**config.mk**
```make
export PLATFORM = sky130hd
export DESIGN_NAME = load_store_unit
export DESIGN_NICKNAME = d
export VERILOG_FILES = /design/src/rtl/load_store_unit_pkg.sv /design/src/rtl/load_store_unit_load_extend.sv /design/src/rtl/load_store_unit.sv
export SDC_FILE = /design/constraint.sdc
export NUM_CORES = 1
export LEC_CHECK = 0
export BUFFER_PORTS_ARGS = -buffer_cell sky130_fd_sc_hd__buf_2
export CAP_MARGIN = 0
export CORE_ASPECT_RATIO = 1.2
export CORE_MARGIN = 5
export CORE_UTILIZATION = 45
export DETAILED_ROUTE_END_ITERATION = 10
export PLACE_DENSITY_LB_ADDON = 0.12
export SYNTH_ARGS = -nofsm -noshare
export SYNTH_HDL_FRONTEND = slang
export SYNTH_SLANG_ARGS = --single-unit
```
**constraint.sdc**
```tcl
create_clock -name clk -period 3.1 [get_ports clk]
set_clock_uncertainty 0.1 [all_clocks]
set_input_delay 0.155 -clock clk [delete_from_list [all_inputs] [get_ports clk]]
set_output_delay 0.155 -clock clk [all_outputs]
set_load 0.05 [all_outputs]
```
**src/rtl/load_store_unit_pkg.sv**
```systemverilog
// Shared encodings for the load/store unit: RV32 memory funct3 values, FSM states,
// and small decode helpers for legality and alignment of an access.
// Latency: n/a (types/functions only). Backpressure: n/a.
package load_store_unit_pkg;

  localparam logic [2:0] MEM_FUNCT3_B  = 3'b000;
  localparam logic [2:0] MEM_FUNCT3_H  = 3'b001;
  localparam logic [2:0] MEM_FUNCT3_W  = 3'b010;
  localparam logic [2:0] MEM_FUNCT3_BU = 3'b100;
  localparam logic [2:0] MEM_FUNCT3_HU = 3'b101;

  typedef enum logic [1:0] {
    LSU_IDLE = 2'd0,
    LSU_REQ  = 2'd1,
    LSU_WAIT = 2'd2,
    LSU_RESP = 2'd3
  } lsu_state_t;

  // Stores only have B/H/W forms; loads add the unsigned B/H variants.
  function automatic logic funct3_legal(input logic wen, input logic [2:0] funct3);
    logic ok;
    ok = (funct3 == MEM_FUNCT3_B) || (funct3 == MEM_FUNCT3_H) || (funct3 == MEM_FUNCT3_W);
    if (!wen) begin
      ok = ok || (funct3 == MEM_FUNCT3_BU) || (funct3 == MEM_FUNCT3_HU);
    end
    return ok;
  endfunction

  function automatic logic access_misaligned(input logic [2:0] funct3, input logic [1:0] off);
    logic mis;
    mis = 1'b0;
    if ((funct3 == MEM_FUNCT3_H) || (funct3 == MEM_FUNCT3_HU)) begin
      mis = off[0];
    end else if (funct3 == MEM_FUNCT3_W) begin
      mis = (off != 2'b00);
    end
    return mis;
  endfunction

endpackage

```
**src/rtl/load_store_unit_load_extend.sv**
```systemverilog
// Load result extraction: selects the addressed byte/half of a read word and sign/zero-extends it.
// Latency: combinational. Backpressure: none.
// Ports: rdata (read word), off (byte offset), funct3 (access type) -> result (32-bit extended value).
module load_extend
  import load_store_unit_pkg::*;
(
  input  logic [31:0] rdata,
  input  logic [1:0]  off,
  input  logic [2:0]  funct3,
  output logic [31:0] result
);

  logic [7:0]  byte_v;
  logic [15:0] half_v;

  // Halves only look at off[1]; a set off[0] is either trapped upstream or ignored.
  assign byte_v = rdata[{off, 3'b000} +: 8];
  assign half_v = rdata[{off[1], 4'b0000} +: 16];

  always_comb begin
    result = 32'd0;
    case (funct3)
      MEM_FUNCT3_B:  result = {{24{byte_v[7]}}, byte_v};
      MEM_FUNCT3_BU: result = {24'd0, byte_v};
      MEM_FUNCT3_H:  result = {{16{half_v[15]}}, half_v};
      MEM_FUNCT3_HU: result = {16'd0, half_v};
      MEM_FUNCT3_W:  result = rdata;
      default:       result = 32'd0;
    endcase
  end

endmodule

```
**src/rtl/load_store_unit.sv**
```systemverilog
// Data-memory access stage: one load/store per request handshake, word-aligned dmem port, extended load result.
// Latency: 3 cycles accept->resp_valid with a zero-wait memory; faults respond 1 cycle after accept.
// Backpressure: req_ready only in IDLE; request held until dmem_req_ready; WAIT bounded by RESP_TIMEOUT.
// Ports: req_valid/req_ready/mem_wen/mem_funct3/addr/wdata (request), resp_valid/mem_output/bus_err/misalign
//        (response), dmem_* (memory side). Optional LSU_MISALIGN_CHECK_EN traps misaligned H/W accesses.
module load_store_unit
  import load_store_unit_pkg::*;
#(
  parameter int RESP_TIMEOUT = 255
) (
  input  logic        clk,
  input  logic        rst,
  input  logic        req_valid,
  output logic        req_ready,
  input  logic        mem_wen,
  input  logic [2:0]  mem_funct3,
  input  logic [31:0] addr,
  input  logic [31:0] wdata,
  output logic        resp_valid,
  output logic [31:0] mem_output,
  output logic        bus_err,
  output logic        misalign,
  output logic        dmem_req_valid,
  input  logic        dmem_req_ready,
  output logic [31:0] dmem_addr,
  output logic        dmem_wen,
  output logic [3:0]  dmem_wmask,
  output logic [31:0] dmem_wdata,
  input  logic        dmem_rvalid,
  input  logic [31:0] dmem_rdata
);

  lsu_state_t  state, state_nxt;
  logic [7:0]  wait_cnt;
  logic [8:0]  wait_cnt_inc;
  logic        timeout_hit;
  logic        fault_illegal, fault_misalign, req_fault;
  logic [1:0]  off_q;
  logic [2:0]  funct3_q;
  logic [3:0]  st_wmask;
  logic [31:0] st_wdata;
  logic [31:0] load_result;

  assign wait_cnt_inc  = {1'b0, wait_cnt} + 9'd1;
  assign timeout_hit   = (wait_cnt_inc == 9'(RESP_TIMEOUT));
  assign fault_illegal = !funct3_legal(mem_wen, mem_funct3);
`ifdef LSU_MISALIGN_CHECK_EN
  assign fault_misalign = access_misaligned(mem_funct3, addr[1:0]);
`else
  assign fault_misalign = 1'b0;
`endif
  assign req_fault = fault_illegal | fault_misalign;

  // Store lanes are formed at accept time so the memory sees stable, pre-shifted fields.
  always_comb begin
    st_wmask = 4'b0000;
    st_wdata = 32'd0;
    if (mem_wen) begin
      case (mem_funct3)
        MEM_FUNCT3_B: begin
          st_wmask = 4'b0001 << addr[1:0];
          st_wdata = {4{wdata[7:0]}};
        end
        MEM_FUNCT3_H: begin
          st_wmask = 4'b0011 << {addr[1], 1'b0};
          st_wdata = {2{wdata[15:0]}};
        end
        MEM_FUNCT3_W: begin
          st_wmask = 4'hF;
          st_wdata = wdata;
        end
        default: begin
        end
      endcase
    end
  end

  always_comb begin
    state_nxt      = state;
    req_ready      = 1'b0;
    dmem_req_valid = 1'b0;
    resp_valid     = 1'b0;
    case (state)
      LSU_IDLE: begin
        // Gated by rst so every output reads 0 while reset is held.
        req_ready = !rst;
        if (req_valid) state_nxt = req_fault ? LSU_RESP : LSU_REQ;
      end
      LSU_REQ: begin
        dmem_req_valid = 1'b1;
        if (dmem_req_ready) state_nxt = LSU_WAIT;
      end
      LSU_WAIT: begin
        if (dmem_rvalid || timeout_hit) state_nxt = LSU_RESP;
      end
      LSU_RESP: begin
        resp_valid = 1'b1;
        state_nxt  = LSU_IDLE;
      end
      default: state_nxt = LSU_IDLE;
    endcase
  end

  always_ff @(posedge clk or posedge rst) begin
    if (rst) state <= LSU_IDLE;
    else     state <= state_nxt;
  end

  always_ff @(posedge clk or posedge rst) begin
    if (rst) begin
      dmem_addr  <= 32'd0;
      dmem_wen   <= 1'b0;
      dmem_wmask <= 4'd0;
      dmem_wdata <= 32'd0;
      off_q      <= 2'd0;
      funct3_q   <= 3'd0;
      wait_cnt   <= 8'd0;
      mem_output <= 32'd0;
      bus_err    <= 1'b0;
      misalign   <= 1'b0;
    end else begin
      case (state)
        LSU_IDLE: begin
          if (req_valid) begin
            dmem_addr  <= {addr[31:2], 2'b00};
            dmem_wen   <= mem_wen;
            dmem_wmask <= st_wmask;
            dmem_wdata <= st_wdata;
            off_q      <= addr[1:0];
            funct3_q   <= mem_funct3;
            if (req_fault) begin
              mem_output <= 32'd0;
              bus_err    <= fault_illegal;
              misalign   <= fault_misalign;
            end
          end
        end
        LSU_REQ: begin
          if (dmem_req_ready) wait_cnt <= 8'd0;
        end
        LSU_WAIT: begin
          wait_cnt <= wait_cnt_inc[7:0];
          // rvalid has priority over a timeout landing in the same cycle.
          if (dmem_rvalid) begin
            mem_output <= dmem_wen ? 32'd0 : load_result;
            bus_err    <= 1'b0;
            misalign   <= 1'b0;
          end else if (timeout_hit) begin
            mem_output <= 32'd0;
            bus_err    <= 1'b1;
            misalign   <= 1'b0;
          end
        end
        default: begin
        end
      endcase
    end
  end

  load_extend u_load_extend (
    .rdata  (dmem_rdata),
    .off    (off_q),
    .funct3 (funct3_q),
    .result (load_result)
  );

endmodule

```
# Word-level counts from Yosys, hierarchy flattened
# Cells that the tools add are included.
op_classes:
  n_addsub: 1
  n_eq_ne: 17
  shifts: 4
  n_mux: 32
  n_reduce_logical: 16
ops:
  columns: ["cell", "count"]
  rows:
  - ["two-way mux 32 bit", 6]
  - ["case mux 32 bit (5 select lines)", 1]
  - ["case mux 32 bit (3 select lines)", 1]
  - ["case mux 32 bit (2 select lines)", 1]
  - ["indexed part select 32 x 6 -> 16 bit", 1]
  - ["indexed part select 32 x 6 -> 8 bit", 1]
  - ["case mux 8 bit (2 select lines)", 1]
  - ["equality test 3 bit (second input constant)", 4]
  - ["two-way mux 1 bit", 12]
  - ["case mux 4 bit (3 select lines)", 1]
  - ["adder 8 x 1 -> 9 bit (second input constant)", 1]
  - ["equality test 9 x 8 -> 1 bit (second input constant)", 1]
  - ["two-way mux 2 bit", 4]
  - ["two-way mux 8 bit", 1]
  - ["inequality test 2 bit (second input constant)", 4]
  - ["case mux 2 bit (4 select lines)", 1]
  - ["equality test 3 x 1 -> 1 bit (second input constant)", 2]
  - ["equality test 3 x 2 -> 1 bit (second input constant)", 2]
  - ["zero test 3 bit", 2]
  - ["logical OR 1 bit", 5]
  - ["equality test 2 bit (second input constant)", 2]
  - ["two-way mux 4 bit", 1]
  - ["case mux 1 bit (2 select lines)", 2]
  - ["AND reduction 2 bit", 2]
  - ["other kinds (9)", 11]
totals:
  ff_bits: 116
  in_bits: 105
  out_inout_bits: 106
  word_cells: 81

# Logic depth before layout (Yosys ltp)
# Gate-level depths: netlist of run 1.
logic_depth:
  ltp_word: 10
  mapped_depth: 9
  ltp_nobuf: 7

# By module
# Synthesis of run 1 repeated with hierarchy kept, for this count alone.
hier_totals:
  cells_unflattened: 556
  area_unflattened_um2: 5928.2
by_module_without_submodules:
  columns: ["mod", "instances", "cells_per_inst", "area_per_inst_um2", "seq_area_each_um2"]
  rows:
  - ["load_store_unit", 1, 447, 5142.4, 2877.8]
  - ["load_extend", 1, 109, 785.8, 0.0]

# Least setup slack after synthesis of run 1
# Ideal clock, no wire load.
synth_timing:
  kind: "reg2reg"
  start: "register state[0]"
  end: "register mem_output[8]"
  setup_ns: 0.065
  arrival_time_ns: 1.813
  t_required_ns: 2.935
  slack_ns: 1.122
  stages_incl_launch_ff: 10
  n_path_buf: 2
  period_less_slack_ns: 1.978
  path_cell_list: "dfrtp_1 inv_1 ha_1 buf_2 nor2b_1 a311oi_4 nand2_2 clkbuf_1 a21oi_1 a21o_1"
synth_via:
  elab_chain_len: 3
  word_cells_on_any_way: 8
  cone_classes: "eq/ne (4); mux (1); reduce/logical (3)"
synth_rtl:
  columns: ["element", "line_no", "rtl"]
  rows:
  - ["start, declared", "load_store_unit.sv:33", "lsu_state_t state, state_nxt;"]
  - ["start signal, assigned", "load_store_unit.sv:106", "else state <= state_nxt;"]
  - ["equality test 2 bit / zero test 2 bit (equally long branches)", "load_store_unit.sv:122", "case (state)"]
  - ["inequality test 3 bit (no source line) (tied with other cells)", null, null]
  - ["AND reduction 4 bit (no source line)", null, null]
  - ["end signal, assigned", "load_store_unit.sv:145", "mem_output <= dmem_wen ? 32'd0 : load_result;"]
  - ["end, declared", "load_store_unit.sv:20", "output logic [31:0] mem_output,"]
# Several ways; a longest one is shown, not always the timed one.
# A chain may end at the register's enable or synchronous reset.

# Worst setup path in the final report of run 1
layout_timing:
  start: "register funct3_q[1]"
  end: "register mem_output[0]"
layout_via:
  elab_chain_len: 5
  word_cells_on_any_way: 9
  cone_classes: "eq/ne (4); mux (4); reduce/logical (1)"
layout_rtl:
  columns: ["element", "line_no", "rtl"]
  rows:
  - ["start, declared", "load_store_unit.sv:39", "logic [2:0] funct3_q;"]
  - ["start signal, assigned", "load_store_unit.sv:130", "funct3_q <= mem_funct3;"]
  - ["equality test 3 x 2 -> 1 bit (tied with other cells)", "load_store_unit_load_extend.sv:22", "case (funct3)"]
  - ["case mux 32 bit (5 select lines) *", "load_store_unit_load_extend.sv:22", null]
  - ["two-way mux 32 bit *", "load_store_unit.sv:145", null]
  - ["two-way mux 32 bit *", "load_store_unit.sv:144", "if (dmem_rvalid) begin"]
  - ["case mux 32 bit (2 select lines) *", "load_store_unit.sv:122", null]
# Mark *: on every way between the ends. The rest lies on a longest branch, timed or not.

==> impl_metrics.csv, run 1 <==
group,metric,value,unit
run_status,status,"finished, final reports clean",
setup_path,endpoint_kind,"flip-flop",
detailed_routing,drtIter0Drc,279,
sta,maxSlewViolCount,0,
synth,syn-cell-area,5560,µm²
final_layout,fillers,1003,
clock_network,clock_latency,0.40,ns
final_layout,regArea,2880,µm²
final_layout,final_util,0.657,
sta,tns,0,ns
detailed_routing,drtAntennaViolNets,0,
synth,synth_top_area_frac,0.518,
detailed_routing,via_per_inst,5.45,
final_layout,nets,893,
run,maxCapViolCount,0,
synth,ys_seq_elements,115,
sta,timing.final.crit_period,2.54,ns
setup_path,cp_max_fo,17,
synth,synth-simple-area-share,0.102,
synth,yosys.area_share.adder,0.0158,
synth,yosysSeqAreaShare,0.518,
detailed_routing,wl_per_cell,17.6,µm
pwr,power.switching,3.91,mW
synth,yosysMostFrequentCell,"dfrtp_1",
floorplanning,start_util,0.459,
synth,synth-async-reset-ratio,1.00,
final_layout,area_delta_synth_final,43.1,%
sta,fin_crit_sh,0.819,
synth,synth_compound_area_frac,0.223,
clock_network,cts.path.max_buffers,2,
setup_path,worstPathRequired,3.27,ns
placement,dpl_cell_area,6750,µm²
pwr,power.internal,4.40,mW
final_layout,multi_input_area,2500,µm²
sta,hold_violations,0,
sta,worst_slew_pin_slew,0.846,ns
grt,grt_pass1_vias,5475,
pwr,switching_share,0.470,
pwr,clkPwrFrac,0.221,
synth,muxShareOfSynthArea,0.108,
synth,synthXorXnorAreaFrac,0,
grt,grt-ovfl-total,0,
floorplanning,io_pins,211,
grt,grt_max_degree,34,
clock_network,cts-buffers-inserted,17,
synth,synth_top_family_by_area,"compound AO/OA/AOI/OAI gates",
synth,ys_warn_count,0,
floorplanning,die_w,111,µm
clock_network,cts_tree,"built",
sta,clock.fmax,0.394,GHz
detailed_routing,dr.pass1.iters,7,
synth,yosysTopAreaCell,"dfrtp_1",
detailed_routing,vias,5200,
detailed_routing,drc,0,
detailed_routing,drt_wl_total,16800,µm
synth,synth_area_leaders,"dfrtp_1 52%, mux2_2 9.3%, a21oi_1 5.0%",
floorplanning,die_h,132,µm
setup_path,path_class,"flip-flop to flip-flop",
pwr,comb_power_share,0.492,
pwr,p_seq_frac,0.287,
synth,synth_cell_types,52,
setup_path,cp-start-kind,"flip-flop",
grt,grt_usage,0.230,
final_layout,drive_gt1_frac,0.389,
pwr,finalPower,8.31,mW
sta,setup_viol,0,
setup_path,worstPathArrival,2.71,ns
synth,synthCells,509,
clock_network,htree_num_levels,4,
final_layout,finalInstanceArea,7950,µm²
sta,rsz0062_at_grt,"false",
pwr,cellPowerDensity,1040,nW/µm²
clock_network,post_cts_buffers,0,
grt,antenna_found_initial,1,
synth,synth_commonest_cells,"115 x dfrtp_1, 55 x a21oi_1, 54 x nand2_1",
grt,grt_pass1_wl,27500,µm
clock_network,root_buffer,"clkbuf_16",
clock_network,clkSinkCount,115,
floorplanning,core_area,12100,µm²
clock_network,clkTransAtPathRegs,0.05,ns
final_layout,n_antenna_cell,0,
synth,synth_top_flop_cell,"dfrtp_1",
floorplanning,fp.dieArea,14700,µm²
min_path,hold_path_class,"input pin to flip-flop",
sta,slew_headroom,0.434,
placement,routabilityCongestion,0.807,
placement,place_hpwl,12200,µm
pwr,irDropWorstVdd,0.638,mV
synth,syn_area_per_cell,10.9,µm²
sta,holdWs,0.0135,ns
synth,synth_edf_count,0,
floorplanning,placementRows,44,
pwr,p_leak,4.13,nW
placement,io_buffers,207,
==> metrics by stage <==
| stage | setup slack (ns) | instances |
|---|---|---|
| 2_1_floorplan | 1.12 | 511 |
| 3_3_place_gp | 0.610 | 859 |
| 3_5_place_dp | 0.584 | 859 |
| 4_1_cts | 0.568 | 955 |
| 5_1_grt | 0.361 | 955 |
| 6_report | 0.561 | 955 |
==> worst paths after layout <==
check / start / end / slack (ns) / depth (start not counted)
worst max-delay path: funct3_q[1]$_DFFE_PP0P_ / mem_output[0]$_DFFE_PP0P_ / 0.56 / 7
worst min-delay path: wdata[9] / dmem_wdata[25]$_DFFE_PP0P_ / 0.01 / 4
worst max register to register: funct3_q[1]$_DFFE_PP0P_ / mem_output[0]$_DFFE_PP0P_ / 0.56 / 7
worst min register to register: dmem_wmask[1]$_DFFE_PP0P_ / dmem_wmask[1]$_DFFE_PP0P_ / 0.36 / 2
max in group asynchronous: rst / dmem_addr[13]$_DFFE_PP0P_ / 1.81 / 4
min in group asynchronous: rst / dmem_wdata[21]$_DFFE_PP0P_ / 0.34 / 3
==> critical path, stage by stage (launching register included) <==
cell	delay (ns)
dfrtp_1	0.47
nor2b_1	0.17
buf_4	0.20
nor2b_2	0.21
a21o_1	0.25
a222oi_1	0.37
dlygate4sd3_1	0.60
o2bb2ai_1	0.06
==> area by class of cell <==
cell class,count,area share
clock inverters,11,0.0132
inverters,6,0.00330
repair buffers,283,0.224
well taps,161,0.0253
flip-flops and latches,115,0.362
clock buffers,21,0.0579
multi-input cells,358,0.315
==> timing repair <==
item	4_1_cts	5_1_grt
gates resized for setup	0	0
hold buffers	64	0
hold endpoints to repair	88	0
==> flip-flops by register name, summed over array words and instances, names as in the netlist <==
| name | count |
|---|---|
| bus_err | 1 |
| dmem_addr | 30 |
| dmem_wdata | 32 |
| dmem_wen | 1 |
| dmem_wmask | 4 |
| funct3_q | 3 |
| mem_output | 32 |
| off_q | 2 |
| state | 2 |
| wait_cnt | 8 |
==> logic make-up after synthesis <==
logic type,Yosys count
buffers and inverters,38
DFF,115
and+or+nand+nor,114
muxes,54
AOI/OAI and AO/OA,180
adders and majority gates,7
other,1
==> power by group through the flow <==
| stage | combinational (mW) | sequential (mW) | clock (mW) |
|---|---|---|---|
| CTS | 4.10 | 2.38 | 1.87 |
| floorplan | 1.59 | 3.86 | 0 |
| finish | 4.09 | 2.38 | 1.84 |
| detailed placement | 3.99 | 2.39 | 0 |
| global placement | 3.94 | 2.36 | 0 |
| global route | 4.35 | 2.45 | 1.94 |
==> metal layers <==
metal | share of wire | up-vias | wire length, µm | track usage
li1 | - | 2413 | - | -
met1 | 0.38 | 2526 | 6420 | 0.261
met2 | 0.51 | 225 | 8620 | 0.399
met3 | 0.077 | 34 | 1290 | 0.0800
met4 | 0.028 | 2 | 477 | 0.0852
met5 | 0.00042 | - | 7 | 0
==> layout by cell type (no fill, tap or decap), types with 7 or more instances in the layout <==
master,instances
a21o_1,26
a21oi_1,55
a22o_1,29
buf_2,207
buf_4,11
clkbuf_16,17
dfrtp_1,115
dlygate4sd3_1,64
ha_1,7
mux2_2,46
mux2i_1,7
nand2_1,53
nor2_1,13
nor2b_1,19
o21ai_0,37
o2bb2ai_1,8
(Power assumes the default switching activity.)
==> inputs of run 2 (changes only) <==
CORE_UTILIZATION = 49   (was 45)
clock period = 2.65 ns   (was 3.1 ns; I/O delays follow)
==> run 2 against run 1 <==
Sequential power rose by 17%. Worst setup slack got worse by 0.27 ns. Largest power group unchanged. Die area fell by 7.5%. Wire length barely moved. Global-route usage rose by 1.9 points. Register-to-register slack got worse by 0.27 ns. Final area rose by 1.2%. Critical path depth fell by 1. Final cell count fell by 0.21%. Non-clock buffer count rose by 5.
==> impl_metrics.csv, run 2 (synthesis results as in run 1) <==
group,metric,value,unit
final_layout,multi_input_area,2500,µm²
final_layout,n_antenna_cell,0,
run_status,status,"finished, final reports clean",
placement,dp_slack,0.382,ns
pwr,comb_power_share,0.493,
final_layout,largest_registers,"dmem_wdata (32), mem_output (32), dmem_addr (30)",
clock_network,htree_num_levels,4,
sta,layout_setup_ws,0.295,ns
final_layout,fillers,797,
final_layout,regArea,2880,µm²
setup_path,worstPathArrival,2.53,ns
pwr,power.internal,5.29,mW
sta,tns,0,ns
pwr,irDropWorstVdd,0.805,mV
floorplanning,core_area,11100,µm²
grt,grt_pass1_vias,5194,
final_layout,area_delta_synth_final,44.8,%
floorplanning,start_util,0.501,
setup_path,rr_worst_depth,6,
floorplanning,fp.dieArea,13600,µm²
sta,hold_violations,0,
detailed_routing,drtIter0Drc,335,
detailed_routing,dr.pass1.iters,6,
clock_network,cts-buffers-inserted,17,
sta,fin_crit_sh,0.889,
setup_path,worstPathCellList,"nor2b_1, nor2b_2, a21o_1, a222oi_1, dlygate4sd3_1, o2bb2ai_1",
final_layout,drive_gt1_frac,0.389,
clock_network,root_buffer,"clkbuf_16",
setup_path,cp_max_fo,10,
pwr,clkPwrFrac,0.226,
sta,maxSlewViolCount,0,
final_layout,final_util,0.725,
pwr,finalPower,9.92,mW
detailed_routing,wl_per_cell,17.6,µm
detailed_routing,via_per_inst,5.37,
min_path,holdPathStages,4,
clock_network,clock_latency,0.40,ns
min_path,hold_path_class,"input pin to flip-flop",
grt,met3_usage,0.0569,
placement,place_hpwl,11700,µm
final_layout,finalInstanceArea,8040,µm²
floorplanning,die_h,127,µm
setup_path,cpMaxStageDelayCell,"dlygate4sd3_1",
sta,timing.final.crit_period,2.35,ns
clock_network,cts_tree,"built",
clock_network,post_cts_buffers,0,
clock_network,cts.path.max_buffers,2,
final_layout,final_cell_mix,"207 x buf_2, 115 x dfrtp_1, 69 x dlygate4sd3_1, 55 x a21oi_1, 53 x nand2_1",
final_layout,nets,898,
setup_path,critical_path.max_stage_delay,0.62,ns
placement,io_buffers,207,
clock_network,clkTransAtPathRegs,0.06,ns
placement,dp_cells,852,
clock_network,hold_buffers,69,
grt,met1_usage,0.290,
grt,grt_pass1_wl,26500,µm
final_layout,mostFrequentLayoutCell,"buf_2",
sta,clock.fmax,0.425,GHz
pwr,power.switching,4.63,mW
clock_network,cts-resized-gates,0,
pwr,p_leak,4.17,nW
setup_path,reg2reg_slack,0.30,ns
placement,routabilityCongestion,0.855,
final_layout,stdcell_count,953,
setup_path,path_class,"flip-flop to flip-flop",
setup_path,endpoint_kind,"flip-flop",
floorplanning,die_w,107,µm
sta,slew_headroom,0.460,
placement,dpl_cell_area,6760,µm²
pwr,switching_share,0.467,
floorplanning,io_pins,211,
sta,setup_viol,0,
detailed_routing,drtAntennaViolNets,0,
floorplanning,placementRows,42,
sta,rsz0062_at_grt,"false",
grt,antenna_found_initial,0,
detailed_routing,vias,5114,
setup_path,cp-start-kind,"flip-flop",
pwr,p_seq_frac,0.280,
grt,grt_usage,0.248,
grt,grt-ovfl-total,0,
sta,holdWs,0.0172,ns
detailed_routing,drt_wl_total,16800,µm
clock_network,clkSinkCount,115,
run,maxCapViolCount,0,
grt,grt_max_degree,55,
pwr,cellPowerDensity,1230,nW/µm²
detailed_routing,drc,0,
sta,worst_slew_pin_slew,0.810,ns
grt,grt_use_met2,0.435,
grt,top_usage_layer,"met2",
setup_path,worstPathRequired,2.83,ns
## run 2: per-layer routing
layer | routed length (µm) | vias up
li1 | - | 2417
met5 | 0 | -
met3 | 1130 | 29
met4 | 435 | 0
met1 | 6470 | 2464
met2 | 8760 | 204
## run 2: power by group through the flow
stage	clock network, mW	logic [mW]	registers (mW)
final	2.25	4.89	2.78
after detailed placement	0	4.76	2.78
after floorplan	0	1.86	4.52
after CTS	2.28	4.90	2.77
after global placement	0	4.68	2.75
after global routing	2.35	5.17	2.86
## run 2: cell type report
type                       instances  share of cell area
multi-input combinational        358               0.311
clock inverter                    14              0.0190
clock buffer                      18              0.0546
inverter                           6             0.00327
sequential                       115               0.358
timing repair buffer             288               0.231
tap                              154              0.0240
## run 2: final timing paths
check / from / endpoint
min in group asynchronous: rst / mem_output[28]$_DFFE_PP0P_
setup reg to reg: funct3_q[1]$_DFFE_PP0P_ / mem_output[5]$_DFFE_PP0P_
setup / recovery: funct3_q[1]$_DFFE_PP0P_ / mem_output[5]$_DFFE_PP0P_
max in group asynchronous: rst / dmem_addr[14]$_DFFE_PP0P_
hold reg to reg: dmem_wmask[3]$_DFFE_PP0P_ / dmem_wmask[3]$_DFFE_PP0P_
hold / removal: wdata[10] / dmem_wdata[10]$_DFFE_PP0P_
## run 2: worst max-delay path: cells and delay by family, from the launching register on
| kind | cells | cell delay [ns] |
|---|---|---|
| simple gates | 2 | 0.38 |
| flops | 1 | 0.47 |
| buf+inv | 1 | 0.62 |
| compound gates | 3 | 0.67 |
==> inputs of run 3 (changes only) <==
ABC_AREA = 1   (was unset)
CORE_UTILIZATION = 51   (was 49)
==> run 3 against run 2 <==
Flip-flop and latch count unchanged. Synthesized cell count increased by 57%. Hold slack improved by 0.031 ns. Worst setup slack better by 0.19 ns. Utilization is 0.63 points higher. Final area grew 5.2%. Largest cell class unchanged. Highest routed layer unchanged.
==> impl_metrics.csv, run 3 <==
group,metric,value,unit
final_layout,mostFrequentLayoutCell,"nand2_1",
sta,maxSlewViolCount,0,
synth,yosys.area_share.adder,0.0146,
floorplanning,fp.dieArea,14100,µm²
synth,ys_warn_count,0,
clock_network,post_cts_buffers,0,
synth,synthCells,799,
placement,io_buffers,207,
clock_network,cts.path.max_buffers,2,
grt,grt_max_degree,116,
final_layout,fillers,919,
clock_network,cts_tree,"built",
sta,slew_headroom,0.567,
min_path,min_from,"dmem_req_ready",
setup_path,worstPathArrival,2.36,ns
synth,synth_compound_area_frac,0.128,
run,maxCapViolCount,0,
pwr,cellPowerDensity,1120,nW/µm²
synth,syn_area_per_cell,7.52,µm²
sta,worst_slew_pin_slew,0.649,ns
grt,antenna_found_initial,1,
detailed_routing,drtAntennaViolNets,0,
detailed_routing,drtIter0Drc,381,
min_path,hold_end,"state[1]$_DFFE_PP0P_",
grt,grt_pass1_wl,30600,µm
grt,grt_usage,0.275,
clock_network,hold_buffers,69,
synth,yosysSeqAreaShare,0.479,
floorplanning,die_w,109,µm
clock_network,htree_num_levels,4,
floorplanning,placementRows,43,
floorplanning,die_h,129,µm
setup_path,rr_worst_depth,12,
setup_path,cp-start-kind,"flip-flop",
min_path,hold_path_class,"input pin to flip-flop",
synth,synth_cell_types,34,
setup_path,r2r-end,"state[0]$_DFFE_PP0P_",
final_layout,area_delta_synth_final,40.8,%
setup_path,path_class,"flip-flop to flip-flop",
setup_path,r2r_start,"wait_cnt[1]$_DFFE_PP0P_",
final_layout,nets,1180,
floorplanning,core_area,11600,µm²
synth,synth_area_leaders,"dfrtp_1 48%, nand2_1 18%, o21ai_0 5.4%",
synth,synth_edf_count,0,
detailed_routing,drt_wl_total,19000,µm
synth,synth_commonest_cells,"293 x nand2_1, 115 x dfrtp_1, 78 x inv_1",
synth,synth_top_flop_cell,"dfrtp_1",
sta,holdWs,0.0484,ns
clock_network,cts-buffers-inserted,17,
final_layout,final_cell_mix,"292 x nand2_1, 207 x buf_2, 115 x dfrtp_1, 77 x inv_1, 69 x dlygate4sd3_1",
synth,synth_top_family_by_area,"simple AND/OR/NAND/NOR gates",
synth,synth-async-reset-ratio,1.00,
final_layout,drive_gt1_frac,0.249,
detailed_routing,dr.pass1.iters,7,
detailed_routing,wl_per_cell,15.4,µm
setup_path,worstPathRequired,2.84,ns
clock_network,cts-resized-gates,0,
detailed_routing,drc,0,
placement,place_hpwl,12200,µm
setup_path,endpoint_kind,"flip-flop",
synth,syn-cell-area,6010,µm²
synth,ys_seq_elements,115,
final_layout,largest_registers,"dmem_wdata (32), mem_output (32), dmem_addr (30)",
detailed_routing,vias,6421,
synth,yosysTopAreaCell,"dfrtp_1",
min_path,holdPathStages,5,
floorplanning,io_pins,211,
sta,hold_violations,0,
sta,clock.fmax,0.461,GHz
sta,timing.final.crit_period,2.17,ns
run_status,status,"finished, final reports clean",
grt,grt-ovfl-total,0,
synth,synth-simple-area-share,0.287,
setup_path,reg2reg_slack,0.48,ns
synth,yosysMostFrequentCell,"nand2_1",
placement,routabilityCongestion,0.936,
clock_network,clkSinkCount,115,
sta,rsz0062_at_grt,"false",
final_layout,final_util,0.732,
floorplanning,start_util,0.520,
sta,fin_crit_sh,0.818,
detailed_routing,via_per_inst,5.18,
synth,muxShareOfSynthArea,0,
synth,synth_top_area_frac,0.479,
pwr,p_leak,4.69,nW
grt,grt_pass1_vias,6326,
clock_network,clock_latency,0.40,ns
pwr,irDropWorstVdd,0.883,mV
synth,synthXorXnorAreaFrac,0.00146,
sta,tns,0,ns
clock_network,root_buffer,"clkbuf_16",
clock_network,clkTransAtPathRegs,0.06,ns
sta,setup_viol,0,
setup_path,cp_max_fo,36,
## run 3: cell types whose count changed after synthesis, sizes merged, moves of 13 or more
cell and delta:
a21oi -13, nand2 +239, inv +72, nor2b -20, nand4 +34, mux2 -47
a21o -26, o21ai +29, nand3 +24, nor2 +40, buf +14, a22o -21
## run 3: worst max-delay path, cell delays in order, from the launching register on
cell	delay, ns
dfrtp_1	0.42
ha_1	0.22
nand2_1	0.07
inv_1	0.06
nor2_1	0.12
nand3_1	0.09
nor2_1	0.14
nand3_2	0.11
nand2_4	0.08
buf_4	0.33
nand3_1	0.16
nand2_1	0.09
nand2_1	0.05
## run 3: final cells by class
type,instances,area (µm²),share of cell area
antenna,1,2.50,0.000296
clock buffer,18,439,0.0519
clock inverter,14,178,0.0210
inverter,79,302,0.0356
multi-input combinational,562,2600,0.307
sequential,115,2880,0.340
tap,157,196,0.0232
timing repair buffer,293,1870,0.221
## run 3: kinds of logic after synthesis
| kind of cell | after synthesis |
|---|---|
| flip-flops | 115 |
| buffers and inverters | 124 |
| other | 1 |
| AND/OR/NAND/NOR | 415 |
| AO/OA/AOI/OAI | 136 |
| XOR/XNOR | 1 |
| adder cells (fa/ha/maj) | 7 |
## run 3: report_power, final
part	switching, mW	total, mW	internal (mW)
Combinational	3.40	4.48	1.08
Clock	0.870	2.39	1.52
Sequential	0.335	2.60	2.26
## run 3: worst max path at each step
stage / slack (ns) / cells after the start / end / startpoint
after floorplan: 0.85 / 12 / bus_err$_DFFE_PP0P_ / wait_cnt[1]$_DFFE_PP0P_
after global placement: 0.50 / 12 / state[0]$_DFFE_PP0P_ / wait_cnt[1]$_DFFE_PP0P_
after detailed placement: 0.48 / 12 / state[0]$_DFFE_PP0P_ / wait_cnt[1]$_DFFE_PP0P_
after CTS: 0.47 / 12 / state[0]$_DFFE_PP0P_ / wait_cnt[1]$_DFFE_PP0P_
after global routing: 0.25 / 12 / state[0]$_DFFE_PP0P_ / wait_cnt[1]$_DFFE_PP0P_
final: 0.48 / 12 / state[0]$_DFFE_PP0P_ / wait_cnt[1]$_DFFE_PP0P_
## run 3: per-stage QoR
stage | cell area, µm² | setup slack (ns) | total power, mW | std cells
3_5_place_dp | 7150 | 0.478 | 6.96 | 1137
4_1_cts | 8460 | 0.471 | 9.43 | 1238
2_1_floorplan | 6020 | 0.846 | 5.92 | 801
6_report | 8460 | 0.483 | 9.46 | 1239
5_1_grt | 8460 | 0.250 | 9.98 | 1239
3_3_place_gp | 7150 | 0.496 | 6.93 | 1137
## run 3: layer usage
metal	track usage	vias up	wire length (µm)
li1	-	3101	-
met1	0.335	2945	7160
met2	0.460	325	9660
met3	0.0763	50	1610
met4	0.111	0	603
met5	0	-	0
